### src/rtl/chipset_io_bus_controller_if.sv
// CPU-side I/O cycle bundle between the bus/command logic and the chip-select controller.
// CHANNEL_READY_EN adds the per-channel ready inputs and the timeout flag.
interface chipset_io_bus_controller_if #(
    parameter int CHANNELS   = 8,
    parameter int ADDR_WIDTH = 10,
    parameter int DATA_WIDTH = 8,
    parameter int WAIT_WIDTH = 4
);
    localparam int CH_BITS = $clog2(CHANNELS);

    logic                           address_enable_n;
    logic                           io_read_command_n;
    logic                           io_write_command_n;
    logic [ADDR_WIDTH-1:0]          address;
    logic [CHANNELS*WAIT_WIDTH-1:0] wait_states;
    logic [CHANNELS*DATA_WIDTH-1:0] channel_data_in;
    logic [CHANNELS-1:0]            chip_select_n;
    logic [DATA_WIDTH-1:0]          data_bus_out;
    logic                           data_bus_out_from_chipset;
    logic                           io_ready;
    logic [CH_BITS-1:0]             active_channel;
`ifdef CHANNEL_READY_EN
    logic [CHANNELS-1:0]            channel_ready;
    logic                           bus_timeout;
`endif

    // Bus/command side and peripherals drive the cycle.
    modport master (
`ifdef CHANNEL_READY_EN
        output channel_ready, input bus_timeout,
`endif
        output address_enable_n, io_read_command_n, io_write_command_n, address,
        output wait_states, channel_data_in,
        input  chip_select_n, data_bus_out, data_bus_out_from_chipset, io_ready, active_channel
    );

    // The controller decodes and answers.
    modport slave (
`ifdef CHANNEL_READY_EN
        input channel_ready, output bus_timeout,
`endif
        input  address_enable_n, io_read_command_n, io_write_command_n, address,
        input  wait_states, channel_data_in,
        output chip_select_n, data_bus_out, data_bus_out_from_chipset, io_ready, active_channel
    );
endinterface

### src/rtl/chipset_io_bus_controller.sv
// I/O cycle front end: address decode to N chip selects, per-channel wait states, read data latch.
// Define CHANNEL_READY_EN to add a READY_WAIT phase gated by channel_ready with a bus timeout.
module chipset_io_bus_controller #(
    parameter int CHANNELS       = 8,
    parameter int ADDR_WIDTH     = 10,
    parameter int DATA_WIDTH     = 8,
    parameter int BLOCK_SHIFT    = 5,
    parameter int BASE_ADDR      = 0,
    parameter int WAIT_WIDTH     = 4,
    parameter int TIMEOUT_CYCLES = 32
) (
    input  logic                      clock,
    input  logic                      reset_n,
    chipset_io_bus_controller_if.slave bus
);
    localparam int CH_BITS   = $clog2(CHANNELS);
    localparam int UPPER_LSB = BLOCK_SHIFT + CH_BITS;
    localparam int UPPER_W   = ADDR_WIDTH - UPPER_LSB;
    localparam logic [UPPER_W-1:0] BASE_UPPER = UPPER_W'(BASE_ADDR);

`ifdef CHANNEL_READY_EN
    localparam int TIMER_W = $clog2(TIMEOUT_CYCLES + 1);
    typedef enum logic [1:0] {ST_IDLE, ST_WAIT, ST_DONE, ST_READY_WAIT} state_t;
`else
    typedef enum logic [1:0] {ST_IDLE, ST_WAIT, ST_DONE} state_t;
`endif

    state_t                r_state;
    logic [WAIT_WIDTH-1:0] r_count;
    logic                  r_is_read;
    logic [CH_BITS-1:0]    r_channel;
    logic [CHANNELS-1:0]   r_cs_n;
    logic [DATA_WIDTH-1:0] r_data;
    logic                  r_from_chipset;
    logic                  r_io_ready;
`ifdef CHANNEL_READY_EN
    logic [TIMER_W-1:0]    r_timer;
    logic                  r_timeout;
`endif

    logic                  w_rd;
    logic                  w_wr;
    logic                  w_strobes_idle;
    logic                  w_hit;
    logic [CH_BITS-1:0]    w_channel;
    logic [WAIT_WIDTH-1:0] w_wait;
    logic [DATA_WIDTH-1:0] w_new_data;
    logic [DATA_WIDTH-1:0] w_active_data;
    logic                  w_unused_cfg;

    assign w_rd           = ~bus.io_read_command_n;
    assign w_wr           = ~bus.io_write_command_n;
    assign w_strobes_idle = bus.io_read_command_n & bus.io_write_command_n;
    assign w_channel      = bus.address[BLOCK_SHIFT +: CH_BITS];
    // Exactly one strobe must be active; a DMA-owned bus is never decoded.
    assign w_hit          = ~bus.address_enable_n
                          & (bus.address[ADDR_WIDTH-1:UPPER_LSB] == BASE_UPPER)
                          & (w_rd ^ w_wr);
    assign w_wait         = bus.wait_states[int'(w_channel)*WAIT_WIDTH +: WAIT_WIDTH];
    assign w_new_data     = bus.channel_data_in[int'(w_channel)*DATA_WIDTH +: DATA_WIDTH];
    assign w_active_data  = bus.channel_data_in[int'(r_channel)*DATA_WIDTH +: DATA_WIDTH];
    assign w_unused_cfg   = ^{bus.address[BLOCK_SHIFT-1:0], 1'(TIMEOUT_CYCLES)};

    // NOTE: state registers use non-blocking assignment so every flop samples pre-edge values.
    always_ff @(posedge clock or negedge reset_n) begin
        if (!reset_n) begin
            r_state        <= ST_IDLE;
            r_count        <= '0;
            r_is_read      <= 1'b0;
            r_channel      <= '0;
            r_cs_n         <= '1;
            r_data         <= '0;
            r_from_chipset <= 1'b0;
            r_io_ready     <= 1'b1;
`ifdef CHANNEL_READY_EN
            r_timer        <= '0;
            r_timeout      <= 1'b0;
`endif
        end else begin
`ifdef CHANNEL_READY_EN
            r_timeout <= 1'b0;
`endif
            case (r_state)
                ST_IDLE: begin
                    if (w_hit) begin
                        r_cs_n    <= ~(CHANNELS'(1) << w_channel);
                        r_channel <= w_channel;
                        r_count   <= w_wait;
                        r_is_read <= w_rd;
                        if (w_wait != '0) begin
                            r_state    <= ST_WAIT;
                            r_io_ready <= 1'b0;
                        end else begin
`ifdef CHANNEL_READY_EN
                            r_state    <= ST_READY_WAIT;
                            r_io_ready <= 1'b0;
                            r_timer    <= '0;
`else
                            r_state <= ST_DONE;
                            if (w_rd) begin
                                r_data         <= w_new_data;
                                r_from_chipset <= 1'b1;
                            end
`endif
                        end
                    end
                end
                ST_WAIT: begin
                    r_count <= r_count - WAIT_WIDTH'(1);
                    if (w_strobes_idle) begin
                        r_state    <= ST_IDLE;
                        r_cs_n     <= '1;
                        r_io_ready <= 1'b1;
                    end else if (r_count == WAIT_WIDTH'(1)) begin
`ifdef CHANNEL_READY_EN
                        r_state <= ST_READY_WAIT;
                        r_timer <= '0;
`else
                        r_state    <= ST_DONE;
                        r_io_ready <= 1'b1;
                        if (r_is_read) begin
                            r_data         <= w_active_data;
                            r_from_chipset <= 1'b1;
                        end
`endif
                    end
                end
`ifdef CHANNEL_READY_EN
                ST_READY_WAIT: begin
                    if (w_strobes_idle) begin
                        r_state    <= ST_IDLE;
                        r_cs_n     <= '1;
                        r_io_ready <= 1'b1;
                    end else if (bus.channel_ready[r_channel]
                                 || r_timer == TIMER_W'(TIMEOUT_CYCLES - 1)) begin
                        r_state    <= ST_DONE;
                        r_io_ready <= 1'b1;
                        r_timeout  <= ~bus.channel_ready[r_channel];
                        if (r_is_read) begin
                            r_data         <= w_active_data;
                            r_from_chipset <= 1'b1;
                        end
                    end else begin
                        r_timer <= r_timer + TIMER_W'(1);
                    end
                end
`endif
                ST_DONE: begin
                    if (w_strobes_idle) begin
                        r_state        <= ST_IDLE;
                        r_cs_n         <= '1;
                        r_from_chipset <= 1'b0;
                    end
                end
                default: r_state <= ST_IDLE;
            endcase
        end
    end

    assign bus.chip_select_n             = r_cs_n;
    assign bus.data_bus_out              = r_data;
    assign bus.data_bus_out_from_chipset = r_from_chipset;
    assign bus.io_ready                  = r_io_ready;
    assign bus.active_channel            = r_channel;
`ifdef CHANNEL_READY_EN
    assign bus.bus_timeout               = r_timeout;
`endif
endmodule

### src/flat_wrapper.sv
// flat-port wrapper written by rule: the top's interface ports become plain ports
module chipset_io_bus_controller_flat 
#(
    parameter int CHANNELS       = 8,
    parameter int ADDR_WIDTH     = 10,
    parameter int DATA_WIDTH     = 8,
    parameter int BLOCK_SHIFT    = 5,
    parameter int BASE_ADDR      = 0,
    parameter int WAIT_WIDTH     = 4,
    parameter int TIMEOUT_CYCLES = 32
)
  (clock, reset_n, bus_address_enable_n, bus_io_read_command_n, bus_io_write_command_n, bus_address, bus_wait_states, bus_channel_data_in, bus_chip_select_n, bus_data_bus_out, bus_data_bus_out_from_chipset, bus_io_ready, bus_active_channel);
  chipset_io_bus_controller_if #(.CHANNELS(CHANNELS), .ADDR_WIDTH(ADDR_WIDTH), .DATA_WIDTH(DATA_WIDTH), .WAIT_WIDTH(WAIT_WIDTH)) bus_i ();
  input  logic clock;
  input  logic reset_n;
  input wire logic [$bits(bus_i.address_enable_n)-1:0] bus_address_enable_n;
  input wire logic [$bits(bus_i.io_read_command_n)-1:0] bus_io_read_command_n;
  input wire logic [$bits(bus_i.io_write_command_n)-1:0] bus_io_write_command_n;
  input wire logic [$bits(bus_i.address)-1:0] bus_address;
  input wire logic [$bits(bus_i.wait_states)-1:0] bus_wait_states;
  input wire logic [$bits(bus_i.channel_data_in)-1:0] bus_channel_data_in;
  output wire logic [$bits(bus_i.chip_select_n)-1:0] bus_chip_select_n;
  output wire logic [$bits(bus_i.data_bus_out)-1:0] bus_data_bus_out;
  output wire logic [$bits(bus_i.data_bus_out_from_chipset)-1:0] bus_data_bus_out_from_chipset;
  output wire logic [$bits(bus_i.io_ready)-1:0] bus_io_ready;
  output wire logic [$bits(bus_i.active_channel)-1:0] bus_active_channel;
  assign bus_i.address_enable_n = bus_address_enable_n;
  assign bus_i.io_read_command_n = bus_io_read_command_n;
  assign bus_i.io_write_command_n = bus_io_write_command_n;
  assign bus_i.address = bus_address;
  assign bus_i.wait_states = bus_wait_states;
  assign bus_i.channel_data_in = bus_channel_data_in;
  assign bus_chip_select_n = bus_i.chip_select_n;
  assign bus_data_bus_out = bus_i.data_bus_out;
  assign bus_data_bus_out_from_chipset = bus_i.data_bus_out_from_chipset;
  assign bus_io_ready = bus_i.io_ready;
  assign bus_active_channel = bus_i.active_channel;
  chipset_io_bus_controller #(.CHANNELS(CHANNELS), .ADDR_WIDTH(ADDR_WIDTH), .DATA_WIDTH(DATA_WIDTH), .BLOCK_SHIFT(BLOCK_SHIFT), .BASE_ADDR(BASE_ADDR), .WAIT_WIDTH(WAIT_WIDTH), .TIMEOUT_CYCLES(TIMEOUT_CYCLES)) u_core (.clock(clock), .reset_n(reset_n), .bus(bus_i));
endmodule
### config.mk
export PLATFORM = sky130hd
export DESIGN_NAME = chipset_io_bus_controller_flat
export DESIGN_NICKNAME = d
export VERILOG_FILES = /design/src/rtl/chipset_io_bus_controller_if.sv /design/src/rtl/chipset_io_bus_controller.sv /design/src/flat_wrapper.sv
export SDC_FILE = /design/constraint.sdc
export NUM_CORES = 1
export LEC_CHECK = 0
export ABC_AREA = 1
export CELL_PAD_IN_SITES_DETAIL_PLACEMENT = 0
export CELL_PAD_IN_SITES_GLOBAL_PLACEMENT = 2
export CORE_MARGIN = 2
export CORE_UTILIZATION = 19
export DETAILED_ROUTE_END_ITERATION = 10
export MAX_ROUTING_LAYER = met4
export PLACE_DENSITY = 0.87
export SLEW_MARGIN = 10
export SYNTH_ARGS = -nofsm -noshare
export SYNTH_HDL_FRONTEND = slang
export SYNTH_SLANG_ARGS = --single-unit
### constraint.sdc
create_clock -name clock -period 1.9 [get_ports clock]
set_input_delay 0.57 -clock clock [delete_from_list [all_inputs] [get_ports clock]]
set_output_delay 0.57 -clock clock [all_outputs]
set_load 0.01 [all_outputs]
==> results by stage <==
Outcome:
- The flow ran to the end, and the final reports show no timing, DRC or antenna violations.

Clock network:
- TritonCTS built the clock tree.
- The clock reaches the later pin of the worst-skew pair after 0.27 ns.
- Clock-pin slew was measured on the worst setup and hold paths at 0.07 ns.
- The number of CTS-inserted buffers is 3.
- The root buffer selected by CTS is clkbuf_16.
- The H-tree depth reported by CTS is 1.
- The CTS sink count is 28.
- No sink is reached through more buffers than the 2 on the longest clock path.
- The number of buffers inserted by hold repair at cts is 0.

Worst setup path:
- In this run the worst path has a maximum fanout of 5.
- The cell repeated most along the worst path is nand2_1.
- The critical path goes through ha_4 > buf_8 > o21ai_4 > buf_12 > buf_12 > a21oi_1 > o21ai_1 > nand2_1 > nand2_1 > o21ai_2 > nand3_1 > nand2_1.
- STA puts the critical path data required time at 2.06 ns.
- The critical-path cell with the highest stage delay is dfrtp_2.
- On the critical path the largest part of the delay comes from flip-flops.
- STA puts the critical path data arrival time at 2.01 ns.
- The sum of buffers and inverters on the critical path is 3.
- Setup slack on the worst reg-to-reg path comes out at 0.04 ns.
- The delay of the slowest cell on the worst path is 0.45 ns.
- The critical path is of the reg2reg type.
- The worst setup path is launched from a register.
- STA classifies the critical path endpoint as a register.

Floorplan:
- The floorplan has 41 rows.
- The floorplan step defined a die boundary enclosing 14100 sq um.
- The width of the die is 119 um.
- The I/O pin count is 132.
- The initial utilization of the core area, before any placement, comes to 19.7%.
- The vertical die dimension is 119 um.
- The floorplan step defined a core boundary enclosing 12700 sq um.

Drt:
- For this run, the detailed router's first-pass iteration total came to 4.
- For this block, the initial DRC count from the detailed router was 141.
- Across all layers, the routed design uses 3104 vias.
- The detailed-route wire length is 9.34 mm.
- The count of nets left with antenna violations after detail routing is 0.
- Dividing the detail-routed via count by the number of cells gives 4.11.
- After detailed routing, the number of remaining DRC violations is 0.
- Dividing the detail-routed wire length by the instance count gives 12.4 um.

GRT:
- The global-route wire length before repair is 15.0 mm.
- The largest net degree at the start of global routing is 40.
- Global routing consumed, over all layers together, 13.2% of the routing resources.
- The initial antenna violation count came to 0.
- Summed over all layers, the global routing overflow is 0.
- The via count of the first global-routing pass is 3150.

Layout:
- The synthesis-to-finish area growth is 83.8%.
- The final antenna diode count is 0.
- The count of placed standard cells in the final layout, fillers left out is 756.
- The sequential standard cell area is 713 sq um.
- The layout has 1385 filler cells.
- The fraction of layout instances using a drive strength above 1 is 18.5%.
- At the end of the flow, the number of nets in the layout was 703.
- Cells fill 36.2% of the core in the end.
- In the final layout, the multi-input gates occupy 1660 sq um.

Synth:
- The count of flip-flops with a built-in enable after synthesis is 0.
- Counting every net in the synthesized netlist gives 544.
- The portion of the post-synthesis area used by sequential elements is 28.5%.
- The yosys synthesis warning count is 0.
- In this run, distinct cell masters in the synthesized netlist total 25.
- The synthesis-stage register bit count is 28.
- The combined area of all synthesized cells is 2500 sq um.
- By area the synthesized netlist is led by nand2_1 32%, dfrtp_1 19%, dfstp_2 9.5%.
- The mean post-synth cell area is 5.87 sq um.
- In the synthesized netlist the dominant register cell turns out to be dfrtp_1.
- The share of flip-flops with an asynchronous set or reset is 100%.
- The fraction of synthesized cell area taken by the top area cell type is 32.0%.
- The biggest area contributor in the post-synthesis netlist is nand2_1.
- Counting instances in the post-synthesis netlist gives the leading cell types as 213 x nand2_1, 45 x inv_1, 21 x nor2_1.
- The instance count of the mapped netlist is 426.
- By instance count, the leading cell after synthesis is nand2_1.

Pwr:
- The share of power burned in registers is 21.2%.
- For this design the total switching power over the nets is 2.29 mW.
- The total design power is 5.38 mW.
- For this design the static power due to leakage is 2.21 nW.
- For this design the ratio of total power to cell area is 1170 nW/um^2.
- The cell-internal power is 3.09 mW.
- The clock network burns 11.8% of the power.
- Of the total power, combinational logic draws 67.0%.
- VDD sags by at most 0.545 mV.
- Of the total power, the share spent switching nets is 42.6%.

Timing:
- Setup violations remaining at the end of the flow were counted as 0.
- The aggregate negative setup slack is 0 ns.
- After layout, the worst setup slack is 0.0440 ns.
- Setup repair after global routing could not meet its margin everywhere.
- The max-slew violation total from the final report is 0.
- The highest clock rate is 0.539 GHz.
- The final critical path time including I/O delays and setup is 1.86 ns.
- Across the routed clock network, the largest skew measured is 0.00367 ns.
- The hold violation count in the final report is 0.
- Measured against its own limit, the worst slew margin works out to 69.5%.
- For the pin with the worst max-slew slack, the measured transition is 0.458 ns.
- The fraction of the cycle the final worst path needs is 97.7%.

Placement:
- The placed wire-length estimate after detailed placement is 7.10 mm.
- In this run the tool buffered the top-level ports with 126 buffer cells.
- In this run, placement finished with an instance count of 741.
- The final weighted congestion in routability-driven placement is 0.776.
- The placement-stage worst setup slack is -0.613 ns.

Hold path:
- The path class of the tightest hold or removal check is reg2reg.

Run:
- Max-cap violations in this run came to 0.
-- cell type report --
type,instances,area share [%]
Clock inverter,1,0.653
Multi-Input combinational cell,331,36.0
Inverter,49,4.24
Tap cell,172,4.68
Clock buffer,3,1.63
Sequential cell,28,15.5
Timing Repair Buffer,172,37.3
-- worst register-to-register path, stage by stage (launching register included) --
cell     delay, ns
dfrtp_2       0.45
ha_4          0.19
buf_8         0.13
o21ai_4       0.23
buf_12        0.17
buf_12        0.11
a21oi_1       0.03
o21ai_1       0.07
nand2_1       0.09
nand2_1       0.08
o21ai_2       0.06
nand3_1       0.07
nand2_1       0.05
-- cell families after synthesis --
kind of cell	count (synthesis)	synth area share, %
buffers and inverters	67	12.2
adders and majority gates	7	3.50
AOI/OAI and AO/OA	70	15.8
and+or+nand+nor	254	40.0
DFF	28	28.5
-- path summary, 6_finish.rpt --
path / cells past startpoint / from / endpoint
setup / recovery: 12 / u_core.r_state[0] / u_core.bus.data_bus_out[6]
max in group asynchronous: 2 / reset_n / u_core.bus.chip_select_n[5]
min in group asynchronous: 2 / reset_n / u_core.r_state[1]
hold reg to reg: 2 / u_core.bus.io_ready / u_core.bus.io_ready
setup reg to reg: 12 / u_core.r_state[0] / u_core.bus.data_bus_out[6]
hold / removal: 2 / u_core.bus.io_ready / u_core.bus.io_ready
-- power groups by stage --
| stage | sequential [mW] | clock, mW | combinational [mW] |
|---|---|---|---|
| 3_3_place_gp | 1.13 | 0 | 3.03 |
| 5_1_grt | 1.18 | 0.674 | 4.00 |
| 2_1_floorplan | 1.21 | 0 | 1.64 |
| 6_report | 1.14 | 0.637 | 3.61 |
| 3_5_place_dp | 1.14 | 0 | 3.07 |
| 4_1_cts | 1.14 | 0.645 | 3.23 |
-- sequential cells by signal, indices dropped and copies added (netlist names) --
register,flops
u_core.r_state,2
u_core.bus.chip_select_n,8
u_core.r_count,4
u_core.bus.io_ready,1
u_core.bus.active_channel,3
u_core.bus.data_bus_out_from_chipset,1
u_core.r_is_read,1
u_core.bus.data_bus_out,8
-- timing repair --
action | 4_1_cts | 5_1_grt
buffers inserted | 4 | 4
gates cloned | 1 | 2
pin swaps | 13 | 27
endpoints found under the setup margin | 29 | 13
resized for setup | 37 | 44
-- through the flow --
| step | cell area, sq um | hold WS, ns |
|---|---|---|
| after floorplan | 2510 | 0.274 |
| after global placement | 4160 | 0.455 |
| after detailed placement | 4160 | 0.468 |
| after CTS | 4380 | 0.484 |
| after global routing | 4600 | 0.508 |
| final | 4600 | 0.474 |
-- cells in the final DEF, fill, tap and decap left out, types with 4 or more instances in the layout --
cell type,synthesis,layout
nand2_1,213,205
o21ai_0,16,10
a31oi_1,9,8
nor2_1,21,17
nor2_2,1,4
clkdlybuf4s50_1,0,113
ha_1,7,4
dlygate4sd2_1,0,9
nand2_2,3,7
o21ai_2,1,8
clkbuf_16,0,5
dfstp_2,9,9
o21ai_1,19,17
inv_2,4,5
buf_4,4,34
nand2_4,0,4
nand3_1,14,11
dfrtp_1,19,18
a21oi_1,12,10
buf_12,0,4
o211ai_1,8,8
inv_1,45,40
buf_6,4,4
-- routing by layer --
metal | vias up | track usage [%] | wire length [um]
met4 | 0 | 1.34 | 23
li1 | 1653 | - | -
met1 | 1339 | 16.9 | 4500
met2 | 108 | 22.3 | 4270
met5 | - | - | 0
met3 | 4 | 2.51 | 552
Note: power is estimated with default switching activity, not from simulation.
